===== src/rtl/div32_iter.sv =====
// Multi-cycle restoring divider for RISC-V DIV/DIVU/REM/REMU.
// One trial subtraction per clock; o_busy stalls the pipeline while it runs.
// Build option: define DIV32_FAST_EN to skip the iteration loop when the
// divisor magnitude exceeds the dividend magnitude (same results, lower latency).
module div32_iter #(
  parameter int unsigned WIDTH = 32
) (
  input  logic             i_clk,
  input  logic             i_reset,
  input  logic             i_start,
  input  logic             i_signed,
  input  logic [WIDTH-1:0] i_dividend,
  input  logic [WIDTH-1:0] i_divisor,
  output logic             o_busy,
  output logic             o_valid,
  output logic [WIDTH-1:0] o_quot,
  output logic [WIDTH-1:0] o_rem,
  output logic             o_div_by_zero
);

  localparam int unsigned CntW = $clog2(WIDTH);
  localparam logic [CntW-1:0] LastStep = CntW'(WIDTH - 1);
  localparam logic [WIDTH-1:0] MinNeg = {1'b1, {(WIDTH-1){1'b0}}};
  localparam logic [WIDTH:0] OneExt = {{WIDTH{1'b0}}, 1'b1};

  typedef enum logic [1:0] {StIdle, StCalc, StFix} state_e;

  state_e           r_state;
  logic [WIDTH-1:0] r_quot;      // dividend magnitude shifting out, quotient shifting in
  logic [WIDTH-1:0] r_rem;
  logic [WIDTH-1:0] r_dvs;       // divisor magnitude
  logic [CntW-1:0]  r_cnt;
  logic             r_neg_q;
  logic             r_neg_r;
  logic             r_special;   // r_quot/r_rem already hold the final raw result
  logic             r_dbz_pend;
  logic             r_busy;
  logic             r_valid;
  logic [WIDTH-1:0] r_quot_o;
  logic [WIDTH-1:0] r_rem_o;
  logic             r_dbz;

  // Operand magnitudes and special-case detection at start
  logic             w_dvd_neg;
  logic             w_dvs_neg;
  logic [WIDTH-1:0] w_dvd_mag;
  logic [WIDTH-1:0] w_dvs_mag;
  logic             w_dvs_zero;
  logic             w_ovf;
  logic             w_fast;

  assign w_dvd_neg  = i_signed & i_dividend[WIDTH-1];
  assign w_dvs_neg  = i_signed & i_divisor[WIDTH-1];
  assign w_dvd_mag  = w_dvd_neg ? (~i_dividend + 1'b1) : i_dividend;
  assign w_dvs_mag  = w_dvs_neg ? (~i_divisor + 1'b1) : i_divisor;
  assign w_dvs_zero = (i_divisor == '0);
  assign w_ovf      = i_signed && (i_dividend == MinNeg) && (&i_divisor);

`ifdef DIV32_FAST_EN
  assign w_fast = (w_dvs_mag > w_dvd_mag);
`else
  assign w_fast = 1'b0;
`endif

  // One restoring step: shift {rem,quot} left, trial-subtract at WIDTH+1 bits
  logic [WIDTH:0] w_rem_sh;
  logic [WIDTH:0] w_diff;
  logic           w_ge;

  assign w_rem_sh = {r_rem, r_quot[WIDTH-1]};
  assign w_diff   = w_rem_sh + {1'b1, ~r_dvs} + OneExt;
  assign w_ge     = ~w_diff[WIDTH];

  // Sign fix-up applied in the final state (skipped for special cases)
  logic [WIDTH-1:0] w_quot_fix;
  logic [WIDTH-1:0] w_rem_fix;

  assign w_quot_fix = (!r_special && r_neg_q) ? (~r_quot + 1'b1) : r_quot;
  assign w_rem_fix  = (!r_special && r_neg_r) ? (~r_rem + 1'b1) : r_rem;

  // Control FSM, datapath registers and registered outputs
  always_ff @(posedge i_clk) begin
    if (i_reset) begin
      r_state    <= StIdle;
      r_quot     <= '0;
      r_rem      <= '0;
      r_dvs      <= '0;
      r_cnt      <= '0;
      r_neg_q    <= 1'b0;
      r_neg_r    <= 1'b0;
      r_special  <= 1'b0;
      r_dbz_pend <= 1'b0;
      r_busy     <= 1'b0;
      r_valid    <= 1'b0;
      r_quot_o   <= '0;
      r_rem_o    <= '0;
      r_dbz      <= 1'b0;
    end else begin
      r_valid <= 1'b0;
      unique case (r_state)
        StIdle: begin
          // r_busy is still high in the o_valid cycle, so a start there is dropped
          r_busy <= 1'b0;
          if (i_start && !r_busy) begin
            r_busy     <= 1'b1;
            r_dvs      <= w_dvs_mag;
            r_neg_q    <= w_dvd_neg ^ w_dvs_neg;
            r_neg_r    <= w_dvd_neg;
            r_cnt      <= '0;
            r_dbz_pend <= w_dvs_zero;
            if (w_dvs_zero) begin
              r_quot    <= '1;
              r_rem     <= i_dividend;
              r_special <= 1'b1;
              r_state   <= StFix;
            end else if (w_ovf) begin
              r_quot    <= i_dividend;
              r_rem     <= '0;
              r_special <= 1'b1;
              r_state   <= StFix;
            end else if (w_fast) begin
              r_quot    <= '0;
              r_rem     <= i_dividend;
              r_special <= 1'b1;
              r_state   <= StFix;
            end else begin
              r_quot    <= w_dvd_mag;
              r_rem     <= '0;
              r_special <= 1'b0;
              r_state   <= StCalc;
            end
          end
        end
        StCalc: begin
          r_quot <= {r_quot[WIDTH-2:0], w_ge};
          r_rem  <= w_ge ? w_diff[WIDTH-1:0] : w_rem_sh[WIDTH-1:0];
          r_cnt  <= r_cnt + 1'b1;
          if (r_cnt == LastStep) begin
            r_state <= StFix;
          end
        end
        StFix: begin
          r_quot_o <= w_quot_fix;
          r_rem_o  <= w_rem_fix;
          r_dbz    <= r_dbz_pend;
          r_valid  <= 1'b1;
          r_state  <= StIdle;
        end
        default: r_state <= StIdle;
      endcase
    end
  end

  assign o_busy        = r_busy;
  assign o_valid       = r_valid;
  assign o_quot        = r_quot_o;
  assign o_rem         = r_rem_o;
  assign o_div_by_zero = r_dbz;

endmodule


===== config.mk =====
export PLATFORM = sky130hd
export DESIGN_NAME = div32_iter
export DESIGN_NICKNAME = d
export VERILOG_FILES = /design/src/rtl/div32_iter.sv
export SDC_FILE = /design/constraint.sdc
export NUM_CORES = 1
export LEC_CHECK = 0
export CAP_MARGIN = 20
export CORE_MARGIN = 5
export CORE_UTILIZATION = 50
export CTS_BUF_LIST = sky130_fd_sc_hd__clkbuf_4 sky130_fd_sc_hd__clkbuf_8 sky130_fd_sc_hd__clkbuf_16
export CTS_CLUSTER_DIAMETER = 200
export CTS_CLUSTER_SIZE = 28
export DETAILED_ROUTE_END_ITERATION = 7
export PLACE_DENSITY = 0.84
export SLEW_MARGIN = 20
export SYNTH_ARGS = -nofsm -noshare
export SYNTH_HDL_FRONTEND = slang
export SYNTH_SLANG_ARGS = --single-unit
export TNS_END_PERCENT = 100

===== constraint.sdc =====
create_clock -name i_clk -period 3.3 [get_ports i_clk]
set_clock_uncertainty 0.1 [all_clocks]
set_input_delay 0.825 -clock i_clk [delete_from_list [all_inputs] [get_ports i_clk]]
set_output_delay 0.825 -clock i_clk [all_outputs]
set_load 0.005 [all_outputs]

==> results of run 1 <==
path summary, 6_finish.rpt:
check,start,end,slack (ns),cells after the start
worst max-delay path,r_quot[31]$_SDFFE_PP0P_,r_rem[7]$_SDFFE_PP0P_,0.05,13
worst min-delay path,o_rem[27]$_SDFFE_PP0P_,o_rem[27]$_SDFFE_PP0P_,0.36,2
worst max register to register,r_quot[31]$_SDFFE_PP0P_,r_rem[7]$_SDFFE_PP0P_,0.05,13
worst min register to register,o_rem[27]$_SDFFE_PP0P_,o_rem[27]$_SDFFE_PP0P_,0.36,2
area by class of cell:
cell class / instances / area [um^2] / share of cell area [%]
clock buffer: 17 / 425 / 2.81
inverter: 54 / 203 / 1.34
tap: 313 / 392 / 2.58
sequential: 174 / 3480 / 23.0
multi-input combinational: 1157 / 7690 / 50.8
timing repair buffer: 302 / 2770 / 18.3
clock inverter: 15 / 189 / 1.25
synth_stat cells (all sizes together), types with 7 or more instances:
| master | count | share of area [%] |
|---|---|---|
| a2111oi | 7 | 0.85 |
| a211oi | 78 | 5.0 |
| a21o | 16 | 1.0 |
| a21oi | 138 | 5.9 |
| a221oi | 31 | 2.6 |
| a311oi | 17 | 1.3 |
| a31oi | 8 | 0.43 |
| and2 | 8 | 0.43 |
| and3 | 17 | 0.96 |
| buf | 27 | 1.4 |
| clkbuf | 65 | 2.1 |
| dfxtp | 174 | 30 |
| ha | 39 | 4.2 |
| inv | 54 | 1.7 |
| mux2i | 27 | 2.3 |
| nand2 | 130 | 4.2 |
| nand2b | 16 | 0.93 |
| nand3 | 43 | 1.9 |
| nand4 | 15 | 0.81 |
| nor2 | 157 | 5.1 |
| nor2b | 9 | 0.48 |
| nor3 | 37 | 1.9 |
| nor4 | 15 | 1.0 |
| o21ai | 82 | 3.7 |
| o31ai | 25 | 1.7 |
| o41ai | 14 | 1.2 |
| or3 | 20 | 1.2 |
| or4 | 13 | 0.87 |
| xnor2 | 59 | 4.4 |
| xor2 | 73 | 5.5 |
layer usage:
layer	vias to the layer above	track usage [%]	routed length (um)
li1	5886	-	-
met1	5717	36.0	15500
met2	677	43.9	16900
met3	137	4.68	3690
met4	2	11.6	1720
met5	-	0	13
worst max-delay path: cells and delay by family, from the launching register on:
kind            cells  cell delay (ns)
compound gates      5             1.33
fa+ha+maj           2             0.52
buf+inv             3             0.36
flops               1             0.34
mux                 1             0.14
simple gates        2             0.35
stage by stage:
step / cells / setup slack, ns / TNS, ns / cell area [um^2]
2_1_floorplan: 1476 / 0.165 / 0 / 11600
3_3_place_gp: 1992 / -0.846 / -33.39 / 14300
3_5_place_dp: 1992 / -0.875 / -37.69 / 14300
4_1_cts: 2026 / 0.00374 / 0 / 15000
5_1_grt: 2032 / -0.0270 / -0.0629 / 15200
6_report: 2032 / 0.0451 / 0 / 15200
power groups by stage:
stage	sequential (mW)	clock, mW	combinational [mW]
2_1_floorplan	2.41	0	1.92
3_3_place_gp	2.44	0	2.78
3_5_place_dp	2.45	0	2.84
4_1_cts	2.40	2.11	2.89
5_1_grt	2.42	2.21	3.23
6_report	2.41	2.09	3.00
sequential cells by signal, indices dropped and copies added, names as in the netlist:
| signal | flops |
|---|---|
| o_quot | 32 |
| o_rem | 32 |
| r_dvs | 32 |
| r_quot | 32 |
| r_rem | 32 |
| r_cnt | 5 |
| r_state | 2 |
| o_busy | 1 |
| o_div_by_zero | 1 |
| o_valid | 1 |
| r_dbz_pend | 1 |
| r_neg_q | 1 |
| r_neg_r | 1 |
| r_special | 1 |
what timing repair did:
action                     in CTS  in global routing
setup endpoints to repair      60                 50
buffers inserted                2                  4
pin swaps                       3                  8
gates resized for setup        10                 19
cloned                          0                  2
cells by family after synthesis:
family | count (synthesis) | share of synthesized area, %
buffers and inverters | 146 | 5.29
multiplexers | 29 | 2.58
AO/OA/AOI/OAI | 460 | 26.8
XOR/XNOR | 132 | 9.95
AND/OR/NAND/NOR | 495 | 21.0
adder cells (fa/ha/maj) | 40 | 4.37
flip-flops | 174 | 30.0
layout by cell type (no fill, tap or decap), types with 5 or more instances in the layout:
master,synthesis,layout
a31oi_1,8,8
nand2b_1,15,14
or4_1,12,11
and2_1,8,7
nand2_1,130,130
a211oi_1,78,78
nor4_1,12,11
o221ai_1,5,5
o41ai_1,11,10
xnor2_1,59,59
clkdlybuf4s50_1,0,130
o21ai_0,69,69
mux2i_1,27,27
a311oi_1,17,17
nor3_1,32,30
nor2_1,156,155
o21bai_1,5,5
buf_12,1,11
or3_1,18,17
o211ai_1,5,5
ha_1,39,38
clkbuf_16,0,18
and3_1,16,15
a21o_1,16,16
a221oi_1,26,21
dfxtp_1,174,173
nor2b_1,9,7
o31ai_1,24,24
o21ai_1,11,10
a221oi_2,5,10
buf_4,2,156
o22ai_1,5,5
a21oi_1,138,136
nor3_2,3,5
nand4_1,15,15
nand3_1,42,42
inv_1,54,54
xor2_1,73,73
==> impl_metrics.ini, run 1 <==
[timing]
worst_pin_slew_ns = 0.852
final_hold_viol_count = 0
final.min_clock_period_ns = 3.25
fmax_mhz = 307
slew_headroom_pct = 43.1
drv_slew = 0
fin_hold_ws_ns = 0.358
setup_viol = 0
finalCritPeriodShare_pct = 98.6

[synth]
ys_seq_elements = 174
synth_area_mm2 = 0.0116
syn_avg_cell_area_um2 = 7.88
synthCells = 1476
synth.yosys.seq_area_share_pct = 30.0
ys_async_sr_fraction_pct = 0
yosysWarningCount = 0
synth_top_flop_cell = dfxtp_1
synth_nets = 1584
synthDistinctLibCells = 82
synth-edff-count = 0

[grt]
grt_pass1_vias = 11300
grtUsageTotal_pct = 27.2
grt_pass1_wl_mm = 58.8
grt-ovfl-total = 0
antenna_found_initial = 1
grt_start_max_net_pins = 97

[power_and_ir_drop]
vdd_drop_max_mv = 0.289
powerDensity_mw_per_mm2 = 495
leakage_nw = 5.67
p_sw_share_pct = 38.2
p_int_mw = 4.64
share_seq_of_total_power_pct = 32.2
clkPwrFrac_pct = 27.9
switchingPower_mw = 2.87
p_total_mw = 7.51
p_comb_share_pct = 39.9

[clock_tree]
cts_hold_buf = 0
cts_tree = done
cts-root-buf = clkbuf_16
cts_buffers = 17
clock_sinks = 174
htreeDepth = 4
clkLatencyLatePin_ns = 0.44
path_clk_slew_ns = 0.07
clk_path_buf_depth = 2

[placed_design]
place.gp.congestion = 0.981
portBuffers = 134
hpwl_mm = 28.2

[cells_and_area]
n_fill_cell = 1837
drive_above_1_share_pct = 15.4
syn2layout_area_growth_pct = 30.4
utilization_pct = 66.5
antennaDiodeCount = 0
nets = 1814

[worst_setup_path]
crit_required_ns = 3.54
endpoint_kind = register
path_max_fanout = 13
path_common_cell = buf_12
crit_slowest_cell = a2111o_1
crit_chain = inv_1 -> ha_4 -> fa_2 -> nand2b_4 -> a21oi_4 -> o21ai_2 -> a2111o_1 -> a21o_1 -> and3_4 -> buf_12 -> buf_12 -> mux2i_1 -> a221oi_2
cpPeakStageDelay_ns = 0.55
crit_arrival_ns = 3.50
worst-setup-path-type = register to register
startpoint_type = register

[floorplanning]
io_pins = 135
core_area_mm2 = 0.0228
die_area_mm2 = 0.0264
fp.dieH_um = 162
rows = 55
dieWidth_um = 162
start_util_pct = 51.0

[route]
ant_nets = 0
vias_per_cell = 6.11
initialDrtViolationCount = 1371
wl_mm = 37.8
detail_route.wl_per_cell_um = 18.6
vias = 12400
first_pass_iters = 6
drc = 0

[outcome]
outcome = finished, final reports clean

[run]
drv_cap = 0

[worst_hold_path]
hp-class = register to register
No activity file was read; power rests on OpenSTA's default activity.
==> run 2, diff against run 1 <==
- PLACE_DENSITY: 0.84 -> 0.69
- clock period: 3.3 -> 3.62 ns (I/O delays scaled with it)
==> run 2 against run 1 <==
Against the previous run:
- worst setup slack improved by 0.14 ns
- sequential share of layout area increased by 0.53 points
- final cell count decreased by 1.2%
- die area unchanged
- clock power decreased by 9%
- routed wire length decreased by 0.73%
- critical endpoint is now r_rem[3]$_SDFFE_PP0P_
- largest cell class unchanged
- largest power group unchanged
==> impl_metrics.ini, run 2 (synthesized netlist as in run 1, its figures left out) <==
[clock_tree]
cts-root-buf = clkbuf_16
clkLatencyLatePin_ns = 0.44
clock_sinks = 174
cts_buffers = 17
htreeDepth = 4
clk_path_buf_depth = 2
cts_tree = done
cts_hold_buf = 0
path_clk_slew_ns = 0.08

[timing]
fmax_mhz = 291
fin_ws_ns = 0.184
rsz0062_at_grt = false
finalCritPeriodShare_pct = 94.9
setup_viol = 0
drv_slew = 0
worst_pin_slew_ns = 0.860
final_hold_viol_count = 0
final.min_clock_period_ns = 3.44
slew_headroom_pct = 42.6

[floorplanning]
core_area_mm2 = 0.0228
dieWidth_um = 162
rows = 55
die_area_mm2 = 0.0264
io_pins = 135
fp.dieH_um = 162
start_util_pct = 51.0

[run]
drv_cap = 0

[placed_design]
place.gp.congestion = 0.997
portBuffers = 134
hpwl_mm = 28.8
pre_cts_ws_ns = -0.199

[grt]
antenna_found_initial = 0
grt-ovfl-total = 0
grtUsageTotal_pct = 27.9
grt_start_max_net_pins = 97
grt_pass1_wl_mm = 59.5
grt_pass1_vias = 10900

[worst_hold_path]
hp-class = register to register
hold_start = r_dvs[30]$_SDFFE_PP0P_

[route]
wl_mm = 37.6
initialDrtViolationCount = 1051
vias_per_cell = 5.93
vias = 11900
first_pass_iters = 6
drc = 0
ant_nets = 0
detail_route.wl_per_cell_um = 18.7

[worst_setup_path]
path_max_fanout = 23
startpoint_type = register
crit_arrival_ns = 3.68
path_common_cell = buf_12
cpPeakStageDelay_ns = 0.51
r2r_start = r_quot[31]$_SDFFE_PP0P_
crit_required_ns = 3.86
endpoint_kind = register
crit_slowest_cell = a2111o_1
worst-setup-path-type = register to register
crit_start = r_quot[31]$_SDFFE_PP0P_
cp_num_buf_inv = 4
crit_family = compound AO/OA/AOI/OAI gates
crit_chain = inv_1 -> ha_1 -> fa_2 -> nand2b_4 -> a21oi_2 -> buf_4 -> o21ai_1 -> a2111o_1 -> a21o_1 -> and3_1 -> buf_12 -> buf_12 -> mux2i_1 -> a221oi_1

[cells_and_area]
n_fill_cell = 2064
utilization_pct = 65.0
nets = 1790
syn2layout_area_growth_pct = 27.4
antennaDiodeCount = 0
mostFrequentLayoutCells = dfxtp_1 (174), nor2_1 (155), a21oi_1 (137), buf_4 (135), clkdlybuf4s50_1 (133)
layout_commonest_cell = dfxtp_1
drive_above_1_share_pct = 13.3

[power_and_ir_drop]
powerDensity_mw_per_mm2 = 455
leakage_nw = 5.51
vdd_drop_max_mv = 0.303

[outcome]
outcome = finished, final reports clean
==> run 2: cell types whose count changed in the layout (fill, tap and decap cells not counted), moves of 2 or more <==
cell	change
inv_6	-4
clkdlybuf4s50_1	+3
a221oi_2	-5
buf_4	-21
clkinv_4	+2
dlymetal6s2s_1	-3
inv_8	+2
a221oi_1	+5
==> run 2: final cells by class <==
| class | count | area, um^2 | share of cell area, % |
|---|---|---|---|
| well taps | 313 | 392 | 2.64 |
| flip-flops and latches | 174 | 3480 | 23.5 |
| clock buffers | 18 | 433 | 2.92 |
| inverters | 54 | 203 | 1.37 |
| repair buffers | 279 | 2560 | 17.3 |
| clock inverters | 14 | 178 | 1.20 |
| multi-input cells | 1156 | 7560 | 51.1 |
==> run 2: worst paths after layout <==
check / to / slack [ns] / depth (start not counted)
setup / recovery: r_rem[3]$_SDFFE_PP0P_ / 0.18 / 14
hold / removal: r_dvs[30]$_SDFFE_PP0P_ / 0.35 / 2
setup reg to reg: r_rem[3]$_SDFFE_PP0P_ / 0.18 / 14
hold reg to reg: r_dvs[30]$_SDFFE_PP0P_ / 0.35 / 2
==> run 2: metrics by stage <==
stage	hold slack (ns)	instance area (um^2)	power [mW]	TNS, ns	cells
finish	0.353	14800	6.73	0	2008
global route	0.383	14800	7.08	0	2008
CTS	0.358	14800	6.71	0	2008
detailed placement	0.346	14200	4.81	-7.66	1976
global placement	0.340	14200	4.77	-3.32	1976
floorplan	0.332	11600	3.95	0	1476
==> run 2: power by group <==
part / switching [mW] / internal, mW / leakage, nW
sequential: 0.177 / 2.04 / 1.42
clock: 0.904 / 1.00 / 0.296
combinational: 1.47 / 1.14 / 3.79
total: 2.56 / 4.18 / 5.51
==> run 2: what timing repair did <==
action / CTS / global route
setup endpoints to repair: 0 / 20
setup buffers: 0 / 0
resized for setup: 0 / 3
==> run 2: layer usage <==
metal	share of wire (%)	GRT usage [%]	up-vias
li1	-	-	5838
met1	44	38.1	5496
met2	45	44.9	488
met3	7.4	4.05	84
met4	3.7	10.6	0
met5	0	0	-
==> run 2: worst register-to-register path: stages, from the launching register on <==
cell      delay (ns)
dfxtp_1         0.34
inv_1           0.11
ha_1            0.25
fa_2            0.36
nand2b_4        0.15
a21oi_2         0.13
buf_4           0.14
o21ai_1         0.10
a2111o_1        0.51
a21o_1          0.24
and3_1          0.19
buf_12          0.17
buf_12          0.17
mux2i_1         0.11
a221oi_1        0.26
